**config.mk**
```make
export PLATFORM = sky130hd
export DESIGN_NAME = ssd_decoder
export DESIGN_NICKNAME = d
export VERILOG_FILES = /design/src/rtl/ssd_pkg.sv /design/src/rtl/ssd_pattern_decode.sv /design/src/rtl/ssd_decoder.sv
export SDC_FILE = /design/constraint.sdc
export NUM_CORES = 1
export LEC_CHECK = 0
export CAP_MARGIN = 20
export CORE_MARGIN = 2
export CORE_UTILIZATION = 35
export CTS_CLUSTER_SIZE = 20
export DETAILED_ROUTE_END_ITERATION = 12
export PLACE_DENSITY = 0.53
export SYNTH_ARGS = -nofsm -noshare
export SYNTH_HDL_FRONTEND = slang
export SYNTH_SLANG_ARGS = --single-unit
```
**constraint.sdc**
```tcl
create_clock -name clk -period 3.6 [get_ports clk]
set_input_delay 0.36 -clock clk [delete_from_list [all_inputs] [get_ports clk]]
set_output_delay 0.36 -clock clk [all_outputs]
set_load 0.02 [all_outputs]
```
**src/rtl/ssd_pkg.sv**
```systemverilog
// ssd_pkg: shared constants and types for the seven-segment display bus decoder
// Contents: active-high segment patterns for hex digits 0..F (a=bit0), the blank
// pattern, the default settle time and the digit-slot index type.
package ssd_pkg;
    localparam int unsigned SETTLE_DEFAULT = 4;
    localparam logic [6:0] SEG_BLANK = 7'h00;
    // Entry n is the pattern of hex digit n; listed F down to 0 so index 0 is "0".
    localparam logic [15:0][6:0] SEG_HEX = {
        7'h71, 7'h79, 7'h5E, 7'h39, 7'h7C, 7'h77, 7'h6F, 7'h7F,
        7'h07, 7'h7D, 7'h6D, 7'h66, 7'h4F, 7'h5B, 7'h06, 7'h3F
    };
    typedef logic [1:0] idx_t;
endpackage

```
**src/rtl/ssd_pattern_decode.sv**
```systemverilog
// ssd_pattern_decode: maps an active-high 7-segment pattern back to a hex nibble
// Ports: seg_i      active-high segments, a=bit0
//        is_hex_o   pattern is one of the 16 hex glyphs
//        is_blank_o all segments off
//        nibble_o   decoded value, 0 when not a hex glyph
module ssd_pattern_decode
    import ssd_pkg::*;
(
    input  logic [6:0] seg_i,
    output logic       is_hex_o,
    output logic       is_blank_o,
    output logic [3:0] nibble_o
);
    always_comb begin
        is_hex_o = 1'b0;
        nibble_o = 4'h0;
        for (int i = 0; i < 16; i++) begin
            if (seg_i == SEG_HEX[i]) begin
                is_hex_o = 1'b1;
                nibble_o = 4'(i);
            end
        end
    end

    assign is_blank_o = seg_i == SEG_BLANK;
endmodule

```
**src/rtl/ssd_decoder.sv**
```systemverilog
// ssd_decoder: reconstructs the four digits shown on a multiplexed seven-segment bus
// Ports: clk, rst (async, active-low), clr (sync clear, active-high)
//        AN[3:0] active-low anodes, seven_out[6:0] active-low cathodes (a=bit0)
//        digits[15:0] nibble per slot, digit_valid/illegal per-slot flags
//        frame_done one-cycle pulse per completed frame, frame_count wrapping frame total
module ssd_decoder
    import ssd_pkg::*;
#(
    parameter int unsigned SETTLE_CYCLES = SETTLE_DEFAULT
)
(
    input  logic        clk,
    input  logic        rst,
    input  logic        clr,
    input  logic [3:0]  AN,
    input  logic [6:0]  seven_out,
    output logic [15:0] digits,
    output logic [3:0]  digit_valid,
    output logic [3:0]  illegal,
    output logic        frame_done,
    output logic [7:0]  frame_count
);
    localparam logic [7:0] SETTLE = 8'(SETTLE_CYCLES);

    logic [10:0] sync1_q, sync2_q, prev_q;
    logic [7:0]  cnt_q, cnt_d;
    logic        captured_q, captured_d;
    logic [15:0] digits_q;
    logic [3:0]  valid_q, illegal_q, seen_q, seen_d;
    logic        frame_done_q;
    logic [7:0]  frame_count_q;
    logic [3:0]  an_lo;
    logic [6:0]  seg_hi;
    logic        slot_ok, stable, capture, is_hex, is_blank;
    logic [3:0]  nibble;
    idx_t        idx;

    assign an_lo   = ~sync2_q[10:7];
    assign seg_hi  = ~sync2_q[6:0];
    assign slot_ok = $onehot(an_lo);
    assign idx     = an_lo[3] ? 2'd3 : an_lo[2] ? 2'd2 : an_lo[1] ? 2'd1 : 2'd0;
    assign stable  = sync2_q == prev_q;
    // Counter only runs on a stable, single-anode bus; it saturates so a long dwell stays quiet.
    assign cnt_d   = !(stable && slot_ok) ? 8'd0 : (cnt_q == SETTLE) ? cnt_q : cnt_q + 8'd1;
    // Fire on the edge the counter reaches SETTLE so output lands at edge 2+SETTLE after the pin change.
    assign capture    = slot_ok && stable && !captured_q && cnt_d == SETTLE;
    assign captured_d = capture || (stable && captured_q);
    assign seen_d     = seen_q | (4'b0001 << idx);

    ssd_pattern_decode u_dec (
        .seg_i      (seg_hi),
        .is_hex_o   (is_hex),
        .is_blank_o (is_blank),
        .nibble_o   (nibble)
    );

    always_ff @(posedge clk or negedge rst) begin
        if (!rst) begin
            sync1_q       <= '0;
            sync2_q       <= '0;
            prev_q        <= '0;
            cnt_q         <= '0;
            captured_q    <= 1'b0;
            digits_q      <= '0;
            valid_q       <= '0;
            illegal_q     <= '0;
            seen_q        <= '0;
            frame_done_q  <= 1'b0;
            frame_count_q <= '0;
        end else begin
            sync1_q      <= {AN, seven_out};
            sync2_q      <= sync1_q;
            prev_q       <= sync2_q;
            frame_done_q <= 1'b0;
            if (clr) begin
                cnt_q      <= '0;
                captured_q <= 1'b0;
                digits_q   <= '0;
                valid_q    <= '0;
                illegal_q  <= '0;
                seen_q     <= '0;
            end else begin
                cnt_q      <= cnt_d;
                captured_q <= captured_d;
                if (capture) begin
                    digits_q[{idx, 2'b00} +: 4] <= is_hex ? nibble : 4'h0;
                    valid_q[idx]                <= is_hex;
                    illegal_q[idx]              <= !is_hex && !is_blank;
                    seen_q                      <= (&seen_d) ? 4'h0 : seen_d;
                    if (&seen_d) begin
                        frame_done_q  <= 1'b1;
                        frame_count_q <= frame_count_q + 8'd1;
                    end
                end
            end
        end
    end

    assign digits      = digits_q;
    assign digit_valid = valid_q;
    assign illegal     = illegal_q;
    assign frame_done  = frame_done_q;
    assign frame_count = frame_count_q;
endmodule

```
# Word-level counts from Yosys, hierarchy flattened
# Cells that the tools add are included.
[word_totals]
ff_bits = 79
input_bits = 14
elab_cells = 116
[op_classes]
addsub = 6
n_lt_le_gt_ge = 2
eq_ne = 20
shift = 3
muxes = 56
n_bitwise = 4
n_reduce_logical = 14
[op_table]
columns = ["op", "n"]
rows = [
  ["$eq A7 B7 Y1 const B", 12],
  ["$mux W4", 16],
  ["$mux W16", 2],
  ["$mux W8", 3],
  ["$mux W1", 23],
  ["$add A8 B1 Y8 const B", 2],
  ["$bwmux W16", 1],
  ["$eq A8 B3 Y1 const B", 2],
  ["$shift A4 B6 Y16 const A", 1],
  ["$shiftx A4 B6 Y16", 1],
  ["$eq A7 B3 Y1 const B", 2],
  ["$eq A7 B6 Y1 const B", 2],
  ["$mux W3", 4],
  ["$eq A11 B11 Y1", 1],
  ["$bwmux W4", 2],
  ["$mux W2", 4],
  ["$logic_not A7 Y1", 1],
  ["$not A7 Y7", 1],
  ["$logic_and A1 B1 Y1", 6],
  ["$neg A4 Y6", 1],
  ["$reduce_and A6 Y1", 1],
  ["$add A1 B1 Y2", 2],
  ["$not A4 Y4", 1],
  ["$or A4 B4 Y4", 1],
  ["11 further kinds", 13],
]

# Logic depth before layout (Yosys ltp)
# Gate-level depths: netlist of the first run.
[logic_depth]
word_depth = 23
depth_mapped = 11

# Modules after synthesis
# From an unflattened synthesis of the first run, not the netlist that was laid out.
[hier_totals]
hier_cells = 381
area_unflattened_um2 = 3950.0
[modules_own_cells]
columns = ["module", "n_inst", "cells_each", "area_each_um2"]
rows = [
  ["ssd_decoder", 1, 327, 3602.2],
  ["ssd_pattern_decode", 1, 54, 347.8],
]

# Worst setup path before layout of the first run
# Ideal clock, no wire load.
[synth_path]
path_kind = "reg2reg"
start = "register sync2_q[7]"
end = "register frame_count_q[1], in the netlist frame_count[1]"
setup_ns = 0.125
t_arrival_ns = 3.123
t_required_ns = 3.475
setup_slack_ns = 0.352
path_stages_with_launch = 10
path_buffers = 0
path_cell_list = "dfrtp_1 -> fa_1 -> inv_1 -> ha_1 -> ha_1 -> nor3b_1 -> nand4bb_1 -> or4_4 -> or4_4 -> mux2_4"
[synth_between]
elab_chain_cells = 9
[synth_lines]
columns = ["element", "line_no", "source"]
rows = [
  ["start: declaration", "ssd_decoder.sv:25", "logic [10:0] sync1_q, sync2_q, prev_q;"],
  ["start signal: assignment", "ssd_decoder.sv:72", "sync2_q <= sync1_q;"],
  ["$not A4 Y4", "ssd_decoder.sv:38", "assign an_lo = ~sync2_q[10:7];"],
  ["$add A1 B1 Y2 (implied by the code)", "ssd_decoder.sv:40", "assign slot_ok = $onehot(an_lo);"],
  ["$add A2 B2 Y3 (implied by the code)", "ssd_decoder.sv:40", ""],
  ["$eq A3 B1 Y1", "ssd_decoder.sv:40", ""],
  ["$logic_and A1 B1 Y1 *", "ssd_decoder.sv:44, ssd_decoder.sv:46", ""],
  ["$mux W8", "ssd_decoder.sv:44", "assign cnt_d = !(stable && slot_ok) ? 8'd0 : (cnt_q == SETTLE) ? cnt_q : cnt_q + 8'd1;"],
  ["$eq A8 B3 Y1", "ssd_decoder.sv:46", "assign capture = slot_ok && stable && !captured_q && cnt_d == SETTLE;"],
  ["$logic_and A1 B1 Y1 *", "ssd_decoder.sv:46", ""],
  ["$reduce_and A6 Y1 (no source line) *", "-", ""],
  ["end signal: assignment", "ssd_decoder.sv:92", "frame_count_q <= frame_count_q + 8'd1;"],
  ["end: declaration", "ssd_decoder.sv:31", "logic [7:0] frame_count_q;"],
]
# Every way passes the cells marked *; elsewhere a longest branch is shown, timed or not.
# A chain may end at the register's enable or synchronous reset.

# Worst setup path after layout of the first run
# Ends and elaborated chain as after synthesis.

==> results_dict.tcl, run 1 <==
set metrics [dict create \
    status "finished, final reports clean" \
    clockBufferDepth 2 \
    yosysUniqueCellTypes 54 \
    syn_area_per_cell_um2 10.3 \
    gp_congestion 0.804 \
    fp-row-count 38 \
    pre_cts_slack_ns 0.218 \
    hold_path_class "reg -> reg" \
    grt_max_degree 80 \
    powerDensity_mw_per_mm2 360 \
    p_leak_nw 1.91 \
    layout_common_cells "dfrtp_1 (79), clkdlybuf4s50_1 (45), o21ai_0 (39)" \
    clock_latency_ns 0.35 \
    worst-path-buf-inv 1 \
    final_common_cell "dfrtp_1" \
    ys_seq_elements 79 \
    first_pass_iters 4 \
    cap_violations 0 \
    final.setup_skew_ns 0.0126 \
    grt_setup_unrepaired "no" \
    period_share_pct 93.9 \
    cts.clk_slew.worst_paths_ns 0.08 \
    ant_nets 0 \
    worstPathArrival_ns 3.61 \
    dp_hpwl_um 5320 \
    io_buffers 46 \
    drc 0 \
    numCtsBuffers 9 \
    maxSlewHeadroom_pct 55.9 \
    ioPinCount 47 \
    period_needed_ns 3.38 \
    cp_slowest_cell "fa_1" \
    grt_overflow_total 0 \
    core_mm2 0.0107 \
    drive_gt1_share_pct 9.07 \
    crit_chain "fa_1, inv_1, ha_1, ha_1, nor3b_1, nand4bb_1, or4_4, or4_4, mux2_4" \
    wl_um 7810 \
    ir_drop_v 0.000211 \
    report.final.slew_viol_count 0 \
    initial_core_util_pct 35.6 \
    via_per_inst 4.97 \
    grtUsageTotal_pct 14.5 \
    hold_slack_ns 0.351 \
    htree_levels 3 \
    antenna_found_initial 0 \
    critical_path.max_stage_delay_ns 0.55 \
    synth_edf_count 0 \
    cts.sink_count 79 \
    final_nets 438 \
    root_buffer "clkbuf_8" \
    crit_required_ns 3.83 \
    cts_tree "done" \
    areaGrowthSynthToFinish_pct 21.8 \
    crit_path_start_kind "register" \
    crit_family "simple AND/OR/NAND/NOR gates" \
    async_flop_share_pct 100 \
    worst_slack_ns 0.219 \
    final.setup.tns_ns 0 \
    postPlaceCellArea_mm2 0.00441 \
    worst_pin_slew_ns 0.661 \
    netlist_area_mm2 0.00380 \
    avgRoutedWirePerCell_um 14.0 \
    fin_area_mm2 0.00463 \
    syn_nets 392 \
    fp.dieH_um 108 \
    seq_area_frac_synth_pct 52.0 \
    vias 2777 \
    worst-setup-path-type "reg -> reg" \
    drtIter0Drc 253 \
    dieArea_mm2 0.0117 \
    clock.fmax_ghz 0.296 \
    synth_flop_cell "dfrtp_1" \
    yosysWarnings 0 \
    grt_pass1_vias 2724 \
    dieWidth_um 108 \
    post_synth_inst_count 368 \
    grt_first_pass_wirelength_um 13400 \
    final_hold_viol_count 0 \
    cp-end-kind "register" \
    cp_max_fo 3 \
    setup_violations 0 \
    diodes 0 \
]
## metrics by stage
step                      util [%]  power [mW]  std cells
after floorplan                  -        1.00        368
after detailed placement      41.2        1.06        541
final                         43.3        1.67        559
after CTS                     43.0        1.69        557
after global routing          43.3        1.76        559
after global placement        41.2        1.06        541
## report_power, final
| part | internal, mW | total [mW] | switching (mW) |
|---|---|---|---|
| combinational | 0.0508 | 0.119 | 0.0680 |
| clock | 0.293 | 0.627 | 0.334 |
| sequential | 0.906 | 0.923 | 0.0178 |
## layer usage
layer  routed length [µm]  share of wire [%]  GRT usage (%)  vias up
li1                     -                  -              -     1388
met1                 4000                 51           20.6     1336
met2                 3470                 44           22.2       49
met3                  291                3.7           3.92        4
met4                   53               0.68           3.48        0
met5                    0                  0              0        -
## worst register-to-register path: stages, from the launching register on
cell	delay (ns)
dfrtp_1	0.42
fa_1	0.55
inv_1	0.04
ha_1	0.17
ha_1	0.27
nor3b_1	0.24
nand4bb_1	0.18
or4_4	0.55
or4_4	0.55
mux2_4	0.31
## synthesized netlist by cell type, drive strengths merged, types with 9 or more instances
master	instances	share of area, %
clkbuf	20	2.0
nand2	12	1.2
nor2	19	1.9
nand3	20	2.6
nor3	15	2.0
xnor2	18	4.1
nand2b	10	1.6
ha	9	3.0
o21ai	42	5.5
inv	11	1.1
dfrtp	79	52
nor2b	23	3.8
## what timing repair did
item | 4_1_cts | 5_1_grt
setup buffers | 0 | 0
hold buffers | 0 | 1
hold endpoints to repair | 0 | 15
gates resized for setup | 0 | 0
## logic make-up (layout without fill, tap and decap cells)
| family | after synthesis | after routing | synth area share [%] |
|---|---|---|---|
| AND/OR/NAND/NOR | 141 | 141 | 21.6 |
| flip-flops | 79 | 79 | 52.0 |
| AO/OA/AOI/OAI | 72 | 72 | 11.4 |
| buffers and inverters | 32 | 83 | 3.36 |
| XOR/XNOR | 26 | 26 | 5.99 |
| adder cells (fa/ha/maj) | 10 | 10 | 3.49 |
| multiplexers | 8 | 8 | 2.24 |
## area by class of cell
| class | instances | area, µm² |
|---|---|---|
| timing repair buffer | 56 | 548 |
| multi-input combinational | 257 | 1700 |
| clock inverter | 5 | 41.3 |
| fill | 1055 | 6060 |
| inverter | 11 | 41.3 |
| clock buffer | 11 | 151 |
| tap | 140 | 175 |
| sequential | 79 | 1980 |
## path summary, 6_finish.rpt
path                                  end  depth (start not counted)  slack [ns]   startpoint
hold / removal                sync2_q[10]                          0        0.35  sync1_q[10]
setup reg to reg           frame_count[1]                          9        0.22   sync2_q[7]
min in group asynchronous      digits[12]                          2        0.50          rst
hold reg to reg               sync2_q[10]                          0        0.35  sync1_q[10]
max in group asynchronous       prev_q[5]                          3        2.50          rst
setup / recovery           frame_count[1]                          9        0.22   sync2_q[7]
## state kept, by name, indices dropped and copies added (netlist names), 4 cells and up
| name | cells |
|---|---|
| cnt_q | 8 |
| digit_valid | 4 |
| seen_q | 4 |
| sync2_q | 11 |
| sync1_q | 11 |
| digits | 16 |
| prev_q | 11 |
| illegal | 4 |
| frame_count | 8 |
Note: power is estimated with default switching activity, not from simulation.
==> inputs of run 2 (changes only) <==
--- a/config.mk
+++ b/config.mk
@@ -10,7 +10,8 @@
 export CORE_UTILIZATION = 35
 export CTS_CLUSTER_SIZE = 20
 export DETAILED_ROUTE_END_ITERATION = 12
-export PLACE_DENSITY = 0.53
+export DONT_BUFFER_PORTS = 1
+export PLACE_DENSITY = 0.47
 export SYNTH_ARGS = -nofsm -noshare
 export SYNTH_HDL_FRONTEND = slang
 export SYNTH_SLANG_ARGS = --single-unit
==> constraint.sdc (replaced) <==
create_clock -name clk -period 4.1 [get_ports clk]
set_input_delay 0.41 -clock clk [delete_from_list [all_inputs] [get_ports clk]]
set_output_delay 0.41 -clock clk [all_outputs]
set_load 0.02 [all_outputs]
==> run 2 against run 1 <==
  * Sequential cell count stayed put
  * Power is 15% lower
  * Critical path depth stayed put
  * Cell count is 8.8% lower
  * Wire length is 3.5% higher
  * Worst setup slack better by 0.35 ns
  * Non-clock buffer count is 49 lower
  * Largest power group unchanged
==> results_dict.tcl, run 2 (same netlist as run 1, synthesis figures left out) <==
set metrics [dict create \
    cap_violations 0 \
    first_pass_iters 4 \
    clockBufferDepth 2 \
    dieArea_mm2 0.0117 \
    cts.clk_slew.worst_paths_ns 0.08 \
    final_common_cell "dfrtp_1" \
    grt_first_pass_wirelength_um 13700 \
    final_nets 389 \
    crit_path_start_kind "register" \
    p_leak_nw 1.74 \
    final.setup_skew_ns 0.00797 \
    grt_overflow_total 0 \
    drtIter0Drc 249 \
    antenna_found_initial 0 \
    status "finished, final reports clean" \
    powerDensity_mw_per_mm2 343 \
    numCtsBuffers 9 \
    setup_violations 0 \
    worstPathArrival_ns 3.77 \
    ant_nets 0 \
    cp_max_fo 22 \
    final_hold_viol_count 0 \
    min_from "AN[2]" \
    r2r_start "sync2_q[7]" \
    hold_slack_ns 0.0787 \
    avgRoutedWirePerCell_um 15.8 \
    wl_um 8080 \
    crit_path_start "sync2_q[7]" \
    grt_pass1_vias 2626 \
    final.setup.tns_ns 0 \
    cts_tree "done" \
    clock_latency_ns 0.36 \
    fp-row-count 38 \
    initial_core_util_pct 35.6 \
    root_buffer "clkbuf_8" \
    crit_required_ns 4.34 \
    grt_setup_unrepaired "no" \
    diodes 0 \
    ioPinCount 47 \
    period_needed_ns 3.53 \
    worst_pin_slew_ns 0.653 \
    drive_gt1_share_pct 8.92 \
    ir_drop_v 0.000174 \
    period_share_pct 86.0 \
    via_per_inst 5.14 \
    vias 2620 \
    hold_path_class "in -> reg" \
    cp-end-kind "register" \
    dp_hpwl_um 5280 \
    cts_resized 0 \
    grtUsageTotal_pct 15.0 \
    core_mm2 0.0107 \
    fp.dieH_um 108 \
    largest_reg_flops 16 \
    areaGrowthSynthToFinish_pct 8.88 \
    drc 0 \
    io_buffers 0 \
    clock.fmax_ghz 0.283 \
    dieWidth_um 108 \
    maxSlewHeadroom_pct 56.4 \
    layout_common_cells "dfrtp_1 (79), o21ai_0 (39), nor2b_1 (23)" \
    gp_congestion 0.743 \
    report.final.slew_viol_count 0 \
    htree_levels 3 \
    grt_max_degree 80 \
    cts.sink_count 79 \
    worst-setup-path-type "reg -> reg" \
]
run 2: through the flow:
step	utilization, %	instance area, µm²	setup slack (ns)	power, mW	instances
final	38.7	4140	0.572	1.42	510
after global placement	36.7	3930	0.602	0.893	492
after detailed placement	36.7	3930	0.563	0.894	492
after CTS	38.7	4140	0.540	1.45	510
after global routing	38.7	4140	0.377	1.49	510
after floorplan	-	3800	0.852	0.882	368
run 2: path summary, 6_finish.rpt:
kind | end | slack, ns | cells after the start
max in group asynchronous | cnt_q[4] | 3.18 | 2
min reg2reg | sync2_q[6] | 0.35 | 0
max reg2reg | frame_count[1] | 0.57 | 9
min in group asynchronous | digits[2] | 0.62 | 2
max | frame_count[1] | 0.57 | 9
min | sync1_q[9] | 0.08 | 0
run 2: repair_timing:
action	in CTS	in global routing
buffers inserted	0	0
hold buffers	2	0
endpoints found under the hold margin	79	0
endpoints found under the setup margin	0	0
run 2: where the power goes:
part / switching [mW] / internal, mW / total [mW]
clock: 0.287 / 0.237 / 0.524
sequential: 0.0153 / 0.795 / 0.811
combinational: 0.0529 / 0.0329 / 0.0859
run 2: cell type report:
type                            instances  area (µm²)
Fill cell                            1073        6560
Tap cell                              140         175
Clock inverter                          5        32.5
Sequential cell                        79        1980
Timing Repair Buffer                    7        75.1
Inverter                               11        41.3
Multi-Input combinational cell        257        1700
Clock buffer                           11         141
run 2: routing by layer:
| metal | track usage (%) | up-vias | routed length [µm] |
|---|---|---|---|
| li1 | - | 1290 | - |
| met1 | 21.4 | 1260 | 3850 |
| met2 | 21.7 | 58 | 3680 |
| met3 | 3.50 | 12 | 422 |
| met4 | 6.87 | 0 | 129 |
| met5 | 0 | - | 0 |
run 2: worst max-delay path, stage by stage (launching register included):
cell	delay, ns
dfrtp_1	0.42
fa_1	0.54
inv_1	0.04
ha_1	0.17
ha_1	0.27
nor3b_1	0.22
nand4bb_1	0.18
or4_4	0.68
or4_4	0.59
mux2_4	0.31
==> inputs of run 3 (changes only) <==
==> constraint.sdc (replaced) <==
create_clock -name clk -period 3.9 [get_ports clk]
set_input_delay 0.39 -clock clk [delete_from_list [all_inputs] [get_ports clk]]
set_output_delay 0.39 -clock clk [all_outputs]
set_load 0.02 [all_outputs]
==> run 3 against run 2 <==
  * Power is 17% higher
  * Highest routed layer unchanged
  * Critical path type unchanged
  * Global-route usage is 0.61 points higher
  * Core utilization is 0.42 points higher
  * Critical endpoint unchanged
==> results_dict.tcl, run 3 (same netlist as run 1, synthesis figures left out) <==
set metrics [dict create \
    status "finished, final reports clean" \
    period_share_pct 87.8 \
    antenna_found_initial 0 \
    cp_slowest_cell "fa_1" \
    clock_latency_ns 0.36 \
    first_pass_iters 5 \
    wl_um 8210 \
    vias 2639 \
    final_nets 388 \
    hold_slack_ns 0.0515 \
    reg2reg_depth 9 \
    crit_path_start_kind "register" \
    nFillCells 1056 \
    diodes 0 \
    cts_hold_buffers 2 \
    dieArea_mm2 0.0117 \
    grt_pass1_vias 2669 \
    avgRoutedWirePerCell_um 16.2 \
    worst-setup-path-type "reg -> reg" \
    via_per_inst 5.19 \
    fp-row-count 38 \
    p_leak_nw 1.75 \
    grt_setup_unrepaired "no" \
    cts_resized 0 \
    grtUsageTotal_pct 15.7 \
    worstPathArrival_ns 3.66 \
    fp.dieH_um 108 \
    report.final.slew_viol_count 0 \
    clockBufferDepth 2 \
    final_hold_viol_count 0 \
    areaGrowthSynthToFinish_pct 10.1 \
    grt_overflow_total 0 \
    gp_congestion 0.756 \
    crit_path_start "sync2_q[7]" \
    initial_core_util_pct 35.6 \
    cp_max_fo 3 \
    drc 0 \
    ant_nets 0 \
    final_common_cell "dfrtp_1" \
    clock.fmax_ghz 0.292 \
    cts_tree "done" \
    maxSlewHeadroom_pct 46.3 \
    hold_path_class "in -> reg" \
    grt_max_degree 80 \
    min_path_cells 0 \
    final.setup_skew_ns 0.0128 \
    largest_reg_flops 16 \
    r2r_slack_ns 0.48 \
    cap_violations 0 \
    post_cts_buffers 0 \
    reg2reg_to "frame_count[1]" \
    core_mm2 0.0107 \
    critical_path.max_stage_delay_ns 0.55 \
    ioPinCount 47 \
    cp-end-kind "register" \
    drtIter0Drc 252 \
    worst_pin_slew_ns 0.805 \
    io_buffers 0 \
    crit_required_ns 4.14 \
    cts.sink_count 79 \
    crit_chain "fa_1, inv_1, ha_1, ha_1, nor3b_1, nand4bb_1, or4_4, or4_4, mux2_4" \
    root_buffer "clkbuf_8" \
    cts.clk_slew.worst_paths_ns 0.08 \
    ir_drop_v 0.000270 \
    htree_levels 3 \
    crit_end "frame_count[1]" \
    dieWidth_um 108 \
    setup_violations 0 \
    layout_common_cells "dfrtp_1 (79), o21ai_0 (39), nor2b_1 (23)" \
    period_needed_ns 3.42 \
    drive_gt1_share_pct 8.15 \
    r2r_start "sync2_q[7]" \
    dp_hpwl_um 5350 \
    powerDensity_mw_per_mm2 397 \
    grt_first_pass_wirelength_um 14300 \
    numCtsBuffers 9 \
    fin_util_pct 39.1 \
    final.setup.tns_ns 0 \
]
run 3: stage by stage:
step                      power (mW)  cell area (µm²)  cells  setup WS, ns
final                           1.66             4190    508         0.477
after global routing            1.74             4190    508         0.324
after CTS                       1.69             4190    508         0.488
after detailed placement       0.939             3920    491         0.500
after global placement         0.938             3920    491         0.552
after floorplan                0.927             3800    368         0.652
run 3: final cells by class:
type / count / area [µm²] / area share [%]
clock buffer: 11 / 131 / 3.14
clock inverter: 4 / 95.1 / 2.27
inverter: 11 / 41.3 / 0.986
multi-input combinational: 257 / 1700 / 40.6
sequential: 79 / 1980 / 47.2
tap: 140 / 175 / 4.18
timing repair buffer: 6 / 67.6 / 1.61
run 3: worst min path at each step:
| stage | endpoint | slack, ns | startpoint |
|---|---|---|---|
| after floorplan | captured_q | 0.09 | rst |
| after global placement | digits[12] | 0.1 | rst |
| after detailed placement | digits[12] | 0.1 | rst |
| after CTS | sync1_q[3] | 0.02 | seven_out[3] |
| after global routing | sync1_q[3] | 0.01 | seven_out[3] |
| final | sync1_q[3] | 0.05 | seven_out[3] |
run 3: routing by layer:
layer  GRT usage [%]  vias up  wire length [µm]
li1                -     1291                 -
met1            21.6     1267              3880
met2            23.5       71              3770
met3            4.40       10               437
met4            5.77        0               114
met5               0        -                 0
run 3: worst max-delay path: cells and delay by family (launching register included):
kind | cells | cell delay [ns]
adder cells (fa/ha/maj) | 3 | 0.99
buffers and inverters | 1 | 0.04
multiplexers | 1 | 0.31
AND/OR/NAND/NOR | 4 | 1.53
flip-flops | 1 | 0.43
run 3: report_power, final:
group          total [mW]  switching (mW)  internal (mW)
logic              0.0874          0.0533         0.0341
registers           0.855          0.0187          0.836
clock network       0.719           0.297          0.422
